--- src/rtl/mmio_uart_tx_if.sv ---
// CPU data-memory bus seen by the UART transmitter window.
// we/addr/d_in driven by the CPU (master), d_out answered by the block (slave).
interface mmio_uart_tx_if;
    logic        we;
    logic [31:0] addr;
    logic [31:0] d_in;
    logic [31:0] d_out;

    modport master (
        output we,
        output addr,
        output d_in,
        input  d_out
    );

    modport slave (
        input  we,
        input  addr,
        input  d_in,
        output d_out
    );
endinterface

--- src/rtl/mmio_uart_tx.sv ---
// Memory-mapped 8N1 UART transmitter with a small byte FIFO.
// Ports: clk, reset (async, active high), bus (slave: we/addr/d_in/d_out), tx.
module mmio_uart_tx #(
    parameter logic [31:0] BASE       = 32'h0000_0100,
    parameter logic [15:0] DIV_RESET  = 16'd868,
    parameter int          DEPTH_LOG2 = 2
) (
    input  logic           clk,
    input  logic           reset,
    mmio_uart_tx_if.slave  bus,
    output logic           tx
);
    localparam int DEPTH = 2 ** DEPTH_LOG2;
    localparam logic [DEPTH_LOG2:0] FULL_CNT = (DEPTH_LOG2 + 1)'(DEPTH);

    typedef enum logic [1:0] {
        IDLE,
        START,
        DATA,
        STOP
    } state_t;

    state_t state;
    state_t state_nx;

    // Address decode
    logic       hit;
    logic [1:0] off;
    logic       wr_data;
    logic       wr_status;
    logic       wr_div;

    assign hit       = (bus.addr[31:4] == BASE[31:4]);
    assign off       = bus.addr[3:2];
    assign wr_data   = bus.we && hit && (off == 2'd0);
    assign wr_status = bus.we && hit && (off == 2'd1);
    assign wr_div    = bus.we && hit && (off == 2'd2);

    // FIFO
    logic [7:0]            mem [DEPTH];
    logic [DEPTH_LOG2-1:0] wr_ptr;
    logic [DEPTH_LOG2-1:0] rd_ptr;
    logic [DEPTH_LOG2:0]   count;
    logic                  full;
    logic                  empty;
    logic                  pop;
    logic                  push;
    logic                  drop;
    logic                  overflow;

    assign full  = (count == FULL_CNT);
    assign empty = (count == '0);
    // A pop in the same edge frees a slot, so a push into a full FIFO survives.
    assign push  = wr_data && (!full || pop);
    assign drop  = wr_data && full && !pop;

    always_ff @(posedge clk) begin
        if (push) begin
            mem[wr_ptr] <= bus.d_in[7:0];
        end
    end

    always_ff @(posedge clk or posedge reset) begin
        if (reset) begin
            wr_ptr <= '0;
            rd_ptr <= '0;
            count  <= '0;
        end else begin
            if (push) begin
                wr_ptr <= wr_ptr + 1'b1;
            end
            if (pop) begin
                rd_ptr <= rd_ptr + 1'b1;
            end
            if (push && !pop) begin
                count <= count + 1'b1;
            end else if (pop && !push) begin
                count <= count - 1'b1;
            end
        end
    end

    // Control registers
    logic [15:0] div;
    logic [15:0] eff_div;

    assign eff_div = (div == 16'd0) ? 16'd1 : div;

    always_ff @(posedge clk or posedge reset) begin
        if (reset) begin
            overflow <= 1'b0;
            div      <= DIV_RESET;
        end else begin
            if (drop) begin
                overflow <= 1'b1;
            end else if (wr_status) begin
                overflow <= 1'b0;
            end
            if (wr_div) begin
                div <= bus.d_in[15:0];
            end
        end
    end

    // Shift engine
    logic [7:0]  shift;
    logic [7:0]  shift_nx;
    logic [15:0] period;
    logic [15:0] period_nx;
    logic [15:0] cyc;
    logic [15:0] cyc_nx;
    logic [2:0]  bitcnt;
    logic [2:0]  bitcnt_nx;
    logic        tx_nx;
    logic        last;
    logic        start_frame;
    logic        busy;

    assign last = (cyc == period - 16'd1);
    assign busy = (state != IDLE);

    always_ff @(posedge clk or posedge reset) begin
        if (reset) begin
            state <= IDLE;
        end else begin
            state <= state_nx;
        end
    end

    always_comb begin
        state_nx    = state;
        shift_nx    = shift;
        period_nx   = period;
        cyc_nx      = cyc;
        bitcnt_nx   = bitcnt;
        tx_nx       = tx;
        start_frame = 1'b0;
        unique case (state)
            IDLE: begin
                tx_nx = 1'b1;
                if (!empty) begin
                    start_frame = 1'b1;
                end
            end
            START: begin
                if (last) begin
                    cyc_nx   = '0;
                    tx_nx    = shift[0];
                    state_nx = DATA;
                end else begin
                    cyc_nx = cyc + 16'd1;
                end
            end
            DATA: begin
                if (last) begin
                    cyc_nx = '0;
                    if (bitcnt == 3'd7) begin
                        bitcnt_nx = '0;
                        tx_nx     = 1'b1;
                        state_nx  = STOP;
                    end else begin
                        shift_nx  = {1'b0, shift[7:1]};
                        tx_nx     = shift[1];
                        bitcnt_nx = bitcnt + 3'd1;
                    end
                end else begin
                    cyc_nx = cyc + 16'd1;
                end
            end
            STOP: begin
                if (last) begin
                    cyc_nx = '0;
                    if (!empty) begin
                        start_frame = 1'b1;
                    end else begin
                        state_nx = IDLE;
                    end
                end else begin
                    cyc_nx = cyc + 16'd1;
                end
            end
            default: begin
                state_nx = IDLE;
                tx_nx    = 1'b1;
            end
        endcase
        // Back-to-back frames reuse the same load path as a start from idle.
        if (start_frame) begin
            shift_nx  = mem[rd_ptr];
            period_nx = eff_div;
            cyc_nx    = '0;
            bitcnt_nx = '0;
            tx_nx     = 1'b0;
            state_nx  = START;
        end
    end

    assign pop = start_frame;

    always_ff @(posedge clk or posedge reset) begin
        if (reset) begin
            shift  <= '0;
            period <= 16'd1;
            cyc    <= '0;
            bitcnt <= '0;
            tx     <= 1'b1;
        end else begin
            shift  <= shift_nx;
            period <= period_nx;
            cyc    <= cyc_nx;
            bitcnt <= bitcnt_nx;
            tx     <= tx_nx;
        end
    end

    // Load data: pre-edge register values, zero outside the window.
    always_comb begin
        bus.d_out = '0;
        if (hit) begin
            unique case (off)
                2'd1:    bus.d_out = {28'b0, overflow, busy, full, empty};
                2'd2:    bus.d_out = {16'b0, div};
                default: bus.d_out = '0;
            endcase
        end
    end
endmodule

--- src/flat_wrapper.sv ---
// flat-port wrapper written by rule: the top's interface ports become plain ports
module mmio_uart_tx_flat 
#(
    parameter logic [31:0] BASE       = 32'h0000_0100,
    parameter logic [15:0] DIV_RESET  = 16'd868,
    parameter int          DEPTH_LOG2 = 2
)
  (clk, reset, tx, bus_we, bus_addr, bus_d_in, bus_d_out);
  mmio_uart_tx_if bus_i ();
  input  logic clk;
  input  logic reset;
  output logic tx;
  input wire logic [$bits(bus_i.we)-1:0] bus_we;
  input wire logic [$bits(bus_i.addr)-1:0] bus_addr;
  input wire logic [$bits(bus_i.d_in)-1:0] bus_d_in;
  output wire logic [$bits(bus_i.d_out)-1:0] bus_d_out;
  assign bus_i.we = bus_we;
  assign bus_i.addr = bus_addr;
  assign bus_i.d_in = bus_d_in;
  assign bus_d_out = bus_i.d_out;
  mmio_uart_tx #(.BASE(BASE), .DIV_RESET(DIV_RESET), .DEPTH_LOG2(DEPTH_LOG2)) u_core (.clk(clk), .reset(reset), .bus(bus_i), .tx(tx));
endmodule
--- config.mk ---
export PLATFORM = sky130hd
export DESIGN_NAME = mmio_uart_tx_flat
export DESIGN_NICKNAME = d
export VERILOG_FILES = /design/src/rtl/mmio_uart_tx_if.sv /design/src/rtl/mmio_uart_tx.sv /design/src/flat_wrapper.sv
export SDC_FILE = /design/constraint.sdc
export NUM_CORES = 1
export LEC_CHECK = 0
export CELL_PAD_IN_SITES_DETAIL_PLACEMENT = 0
export CELL_PAD_IN_SITES_GLOBAL_PLACEMENT = 2
export CORE_UTILIZATION = 37
export DETAILED_ROUTE_END_ITERATION = 8
export PLACE_DENSITY_LB_ADDON = 0.2
export SETUP_SLACK_MARGIN = 0.4
export SKIP_LAST_GASP = 1
export SYNTH_ARGS = -nofsm -noshare
export SYNTH_HDL_FRONTEND = slang
export SYNTH_SLANG_ARGS = --single-unit
--- constraint.sdc ---
create_clock -name clk -period 5.75 [get_ports clk]
set_input_delay 1.15 -clock clk [delete_from_list [all_inputs] [get_ports clk]]
set_output_delay 1.15 -clock clk [all_outputs]
set_load 0.01 [all_outputs]
---- After elaboration in Yosys (flattened, before gate mapping) ----
Memory sizes are Yosys's and may differ from the RTL's.
Cells that the tools add are included.
word-level totals
  memory bits (read-only) ................. 0
  bits in writable memories ............... 32
  bits in latches ......................... 0
  output and inout bits ................... 33
  register bits after elaboration ......... 70
  word-level logic and storage cells ...... 99
  memories ................................ 1
memories
  memory      words  bits a word  read ports  clocked after memory_dff  write ports  RTL line            RTL
  u_core.mem  4      8            1           0                         1            mmio_uart_tx.sv:40  logic [7:0] mem [DEPTH];
cells by class
  bitwise logic cells ..................... 0
  shifts and indexed selects .............. 0
  add/sub/neg operators ................... 7
  multipliers ............................. 0
  reductions and logical operators ........ 30
  equality and inequality tests ........... 15
  divide/modulo/power cells ............... 0
  mux-type cells .......................... 35
  magnitude comparators ................... 0
operator list
  kind                                                    count
  2-to-1 mux 16 bit                                       4
  2-to-1 mux 32 bit                                       1
  2-to-1 mux 8 bit                                        4
  one-hot mux 16 bit (2 select lines)                     1
  == test 28 x 5 -> 1 bit (second input constant)         1
  2-to-1 mux 3 bit                                        6
  adder 16 x 1 -> 16 bit (second input constant)          1
  == test 16 bit                                          1
  zero test 16 bit                                        1
  subtractor 16 x 1 -> 16 bit (second input constant)     1
  inequality test 3 x 1 -> 1 bit (second input constant)  5
  2-to-1 mux 2 bit                                        6
  nonzero test 2 bit                                      6
  2-to-1 mux 1 bit                                        10
  logical AND 1 bit                                       9
  nonzero test 4 bit                                      2
  adder 3 x 1 -> 3 bit (second input constant)            2
  == test 2 bit (second input constant)                   3
  == test 3 bit (second input constant)                   2
  one-hot mux 2 bit (3 select lines)                      1
  AND reduction 3 bit                                     2
  AND reduction 6 bit                                     1
  adder 2 x 1 -> 2 bit (second input constant)            2
  == test 2 x 1 -> 1 bit (second input constant)          2
  other kinds (10)                                        13

---- Logic depth before layout (Yosys ltp) ----
  depth after elaboration ................. 10
  gate-level depth with buffers ........... 19
  mapped depth without buffers ............ 18

---- Worst setup path after synthesis ----
OpenSTA, ideal clock, no wires.
  path type ............................... reg2reg
  from .................................... register u_core.period[1]
  to ...................................... register u_core.count[2]
  period minus slack after synthesis ...... 3640 ps
  arrival time ............................ 3561 ps
  cell stages (with the launch flop) ...... 20
  buffers on the path ..................... 2
  setup slack ............................. 2110 ps
  library setup time ...................... 79 ps
  data required time ...................... 5671 ps
  path through ............................ dfrtp_1 -> inv_1 -> ha_1 -> nor2b_1 -> nand4_2 -> mux2i_1 -> nor3b_1 -> nor4b_1 -> and4_1 -> buf_4 -> nand2_2 -> nand2_4 -> inv_4 -> buf_2 -> ha_1 -> inv_1 -> fa_1 -> xor2_1 -> nor2_1 -> xor2_1
between the ends
  longest elaborated chain between the ends .. 9
  elaborated cells on any way between the ends .. 12
  classes of those cells .................. 1 x add/sub; 1 x eq/ne; 3 x mux; 7 x reduce/logical
ends and longest elaborated chain
  what                                  RTL line             RTL
  start: declaration                    mmio_uart_tx.sv:108  logic [15:0] period;
  start signal: assignment              mmio_uart_tx.sv:209  period <= period_nx;
  subtractor 16 x 1 -> 16 bit *         mmio_uart_tx.sv:119  assign last = (cyc == period - 16'd1);
  == test 16 bit *                      mmio_uart_tx.sv:119
  2-to-1 mux 1 bit *                    mmio_uart_tx.sv:171  if (last) begin
  one-hot mux 1 bit (2 select lines) *  mmio_uart_tx.sv:138  unique case (state)
  logical OR 1 bit                      mmio_uart_tx.sv:54   assign push = wr_data && (!full || pop);
  logical AND 1 bit                     mmio_uart_tx.sv:54
  zero test 1 bit                       mmio_uart_tx.sv:77   end else if (pop && !push) begin
  logical AND 1 bit                     mmio_uart_tx.sv:77
  nonzero test 2 bit (no line)          n/a
  end signal: assignment                mmio_uart_tx.sv:76   count <= count + 1'b1;
  end signal: assignment                mmio_uart_tx.sv:78   count <= count - 1'b1;
  end: declaration                      mmio_uart_tx.sv:43   logic [DEPTH_LOG2:0] count;
Mark *: on every way between the ends. The rest lies on a longest branch, timed or not.
A chain may end at the register's enable or synchronous reset.

---- Worst setup path after layout ----
  from .................................... input bus_addr[8]
  to ...................................... output bus_d_out[0]
between the ends
  longest elaborated chain between the ends .. 2
ends and longest elaborated chain
  what                     RTL line             RTL
  start: declaration       flat_wrapper.sv:14   input wire logic [$bits(bus_i.addr)-1:0] bus_addr;
  == test 28 x 5 -> 1 bit  mmio_uart_tx.sv:33   assign hit = (bus.addr[31:4] == BASE[31:4]);
  2-to-1 mux 32 bit        mmio_uart_tx.sv:219  if (hit) begin
  end: declaration         flat_wrapper.sv:16   output wire logic [$bits(bus_i.d_out)-1:0] bus_d_out;
Every way passes these cells.

==> results_dict.tcl <==
set metrics [dict create \
    slew_headroom_pct 39.5 \
    worstSetupStartpoint "bus_addr[8]" \
    hp-class "register to register" \
    setup_violations 0 \
    clk_pin_slew_ns 0.08 \
    drtAntennaViolNets 0 \
    p_leak_nw 2.78 \
    worstPathRequired_ns 4.60 \
    crit_fanout 13 \
    dpl.hpwl_um 9900 \
    hold_violations 0 \
    critPathKind "primary input to output pin" \
    report.final.slew_viol_count 0 \
    synth_top_cell_by_area "dfrtp_1" \
    grt_overflow 0 \
    synth_top_area_share_pct 27.4 \
    setup-tns-final_ns 0 \
    drt_pre_antenna_iters 4 \
    placed_area_um2 6500 \
    vias_per_cell 5.39 \
    routed_wl_um 13300 \
    grt_max_degree 71 \
    antenna_cells 0 \
    final_net_count 668 \
    async_flop_share_pct 68.6 \
    synth_cell_types 63 \
    cts.sinks 102 \
    dp_cells 758 \
    synth_area_leaders "dfrtp_1 27%, edfxtp_1 17%, mux2_2 6.3%" \
    postCtsSetupRepairBufs 0 \
    hold_buffers 0 \
    cts-buffers-inserted 9 \
    syn2layout_area_growth_pct 18.3 \
    worst_setup_path_start_kind "primary input" \
    core-area_um2 15200 \
    htreeDepth 3 \
    initialDrtViolationCount 141 \
    rows 45 \
    r2r_setup_slack_ns 1.36 \
    antenna_found_initial 0 \
    vias 4170 \
    grt_util_all_layers_pct 17.8 \
    totalPowerFinal_mw 1.53 \
    min_period_ns 4.80 \
    rsz0062_at_grt "false" \
    crit_path_max_incr_delay_ns 0.59 \
    io_pins 100 \
    multi_input_area_um2 2800 \
    ir_drop_uv 143 \
    port_buffers 65 \
    grt_pass1_vias 4238 \
    arrival_ns 3.65 \
    cts_root_buf "clkbuf_16" \
    rr_endpoint "u_core.count[2]" \
    avgRoutedWirePerCell_um 17.1 \
    cts_tree "done" \
    fmax_ghz 0.208 \
    synth-simple-area-share_pct 19.9 \
    synthFlopType "dfrtp_1" \
    path_buf_inv 2 \
    gp_congestion 0.827 \
    synth_compound_area_share_pct 8.56 \
    critPathCapture "bus_d_out[0]" \
    synthMuxAreaShare_pct 10.5 \
    fp.dieW_um 127 \
    slowest_stage "nor2_1" \
    synth_fa_ha_area_share_pct 4.48 \
    fillers 1431 \
    fp.dieH_um 127 \
    worst_clock_skew_ns 0.0119 \
    max_cap_viol_count 0 \
    path_depth 7 \
    power.density_nw_per_um2 225 \
    yosysSeqAreaShare_pct 47.3 \
    status "finished clean" \
    reg2reg_from "u_core.period[1]" \
    drc 0 \
    clk_path_buf_depth 2 \
    clock_latency_ns 0.36 \
    cts_resized 0 \
    worst_pin_slew_ns 0.907 \
    critical_path.top_delay_family "simple AND/OR/NAND/NOR gates" \
    start_util_pct 37.9 \
    fin_area_um2 6810 \
    r2r_cells 18 \
    cp-end-kind "output pin" \
    ys_seq_elements 102 \
    yosysWarnings 0 \
    drive_gt1_share_pct 14.0 \
    grt_pass1_wl_um 22200 \
    syn_area_um2 5760 \
    avgSynthCellArea_um2 11.0 \
    crit_chain "clkdlybuf4s50_1 > nor4b_1 > nand4_1 > nor2_1 > nand2_1 > nor2_1 > clkdlybuf4s50_1" \
    min_period_over_period_pct 83.4 \
    final_cell_count_no_fill 774 \
    postSynthCellCount 524 \
    synth_top_family_by_area "simple AND/OR/NAND/NOR gates" \
    ff_latch_area_um2 2720 \
    synthXorXnorAreaFrac_pct 4.26 \
    die-area_um2 16100 \
    synth_edf_count 32 \
]
where the power goes:
| part | switching [mW] | total [mW] | internal [mW] |
|---|---|---|---|
| combinational | 0.0410 | 0.115 | 0.0736 |
| sequential | 0.0268 | 0.787 | 0.760 |
| clock | 0.315 | 0.628 | 0.313 |
| total | 0.383 | 1.53 | 1.15 |
Yosys cell counts (3+ instances only):
| master | instances |
|---|---|
| nor3b_1 | 7 |
| nand2_1 | 30 |
| xor2_1 | 12 |
| inv_1 | 16 |
| or3_1 | 8 |
| dfrtp_1 | 63 |
| ha_1 | 19 |
| buf_4 | 18 |
| nor4b_1 | 4 |
| o31ai_1 | 3 |
| nor3_1 | 13 |
| o21ai_0 | 17 |
| edfxtp_1 | 32 |
| and3_1 | 20 |
| o22ai_1 | 7 |
| or4_1 | 6 |
| buf_2 | 3 |
| mux4_2 | 8 |
| a21oi_1 | 22 |
| nor2_1 | 36 |
| nand4_1 | 6 |
| o2bb2ai_1 | 5 |
| nand3_1 | 22 |
| a22oi_1 | 5 |
| mux2_2 | 32 |
| mux2i_1 | 5 |
| xnor2_1 | 16 |
| nor4_1 | 15 |
| a31oi_1 | 5 |
| nor2b_1 | 3 |
| clkbuf_1 | 12 |
| and2_1 | 6 |
| dfstp_2 | 7 |
registers in the layout (all words and copies together) (netlist names), 3 cells and up:
name	cells
u_core.mem	32
u_core.shift	8
u_core.div	16
u_core.period	16
u_core.cyc	16
u_core.count	3
u_core.bitcnt	3
routing by layer:
metal / routed length [µm] / up-vias / track usage, %
met5: 0 / - / 0
met4: 258 / 0 / 7.00
met3: 583 / 17 / 3.80
met2: 6200 / 91 / 29.5
met1: 6230 / 2040 / 22.9
li1: - / 2022 / -
worst reg2reg max path, cell delays in order (launching register included):
cell and delay, ns:
dfrtp_1 0.44, inv_1 0.10, ha_1 0.23, nor2b_1 0.39
nand4_2 0.26, mux2i_1 0.21, nor3b_1 0.11, nor4b_1 0.28
and4_1 0.44, nand2_2 0.18, nand2_4 0.17, inv_4 0.17
a21oi_4 0.27, ha_1 0.23, inv_1 0.06, fa_1 0.37
xor2_1 0.16, nor2_1 0.12, xor2_1 0.15
placed cells by master (no fill, tap or decap), types with 3 or more instances in the layout:
cell             netlist  final
and2_1                 6      6
mux2_2                32     32
dfrtp_1               63     63
a22oi_1                5      5
ha_1                  19     19
mux4_2                 8      8
mux2i_1                5      5
a31oi_1                5      5
clkdlybuf4s50_1        0     65
nor2_1                36     36
nand4_1                6      6
clkbuf_16              0      9
nor3_1                13     13
xor2_1                12     12
o31ai_1                3      3
edfxtp_1              32     32
nor3b_1                7      7
o2bb2ai_1              5      5
inv_1                 16     15
or4_1                  6      6
buf_4                 18      3
xnor2_1               16     16
nand2_1               30     30
nor4b_1                4      4
a21oi_1               22     22
conb_1                 1     16
nor2b_1                3      3
o21ai_0               17     17
or3_1                  8      8
nand3_1               22     22
o22ai_1                7      7
and3_1                20     20
nor4_1                15     15
dfstp_2                7      7
layout make-up:
class | count | share of cell area (%)
inverters | 17 | 0.974
clock inverters | 7 | 1.27
clock buffers | 9 | 3.31
multi-input cells | 383 | 41.1
flip-flops and latches | 102 | 40.0
well taps | 188 | 3.45
repair buffers | 68 | 9.89
worst min-delay path by stage:
stage | startpoint | end | slack, ns | depth (start not counted)
2_1_floorplan | u_core.overflow | u_core.overflow | 0.45 | 2
3_3_place_gp | u_core.overflow | u_core.overflow | 0.47 | 2
3_5_place_dp | u_core.overflow | u_core.overflow | 0.48 | 2
4_1_cts | u_core.count[2] | u_core.count[2] | 0.49 | 1
5_1_grt | u_core.count[2] | u_core.count[2] | 0.52 | 1
6_report | u_core.count[2] | u_core.count[2] | 0.48 | 1
cells by family after synthesis:
group,Yosys count
AOI/OAI and AO/OA,77
and+or+nand+nor,196
DFF,102
xor gates and xnor gates,28
other,1
adders and majority gates,20
buffers and inverters,54
muxes,46
per-stage QoR:
stage / hold slack [ns] / utilization [%] / setup slack (ns)
6_report: 0.482 / 44.8 / 0.953
5_1_grt: 0.521 / 44.8 / 0.643
4_1_cts: 0.487 / 44.8 / 0.926
3_5_place_dp: 0.475 / 42.7 / 0.949
3_3_place_gp: 0.470 / 42.7 / 0.954
2_1_floorplan: 0.449 / - / 2.11
Note: power is estimated with default switching activity, not from simulation.
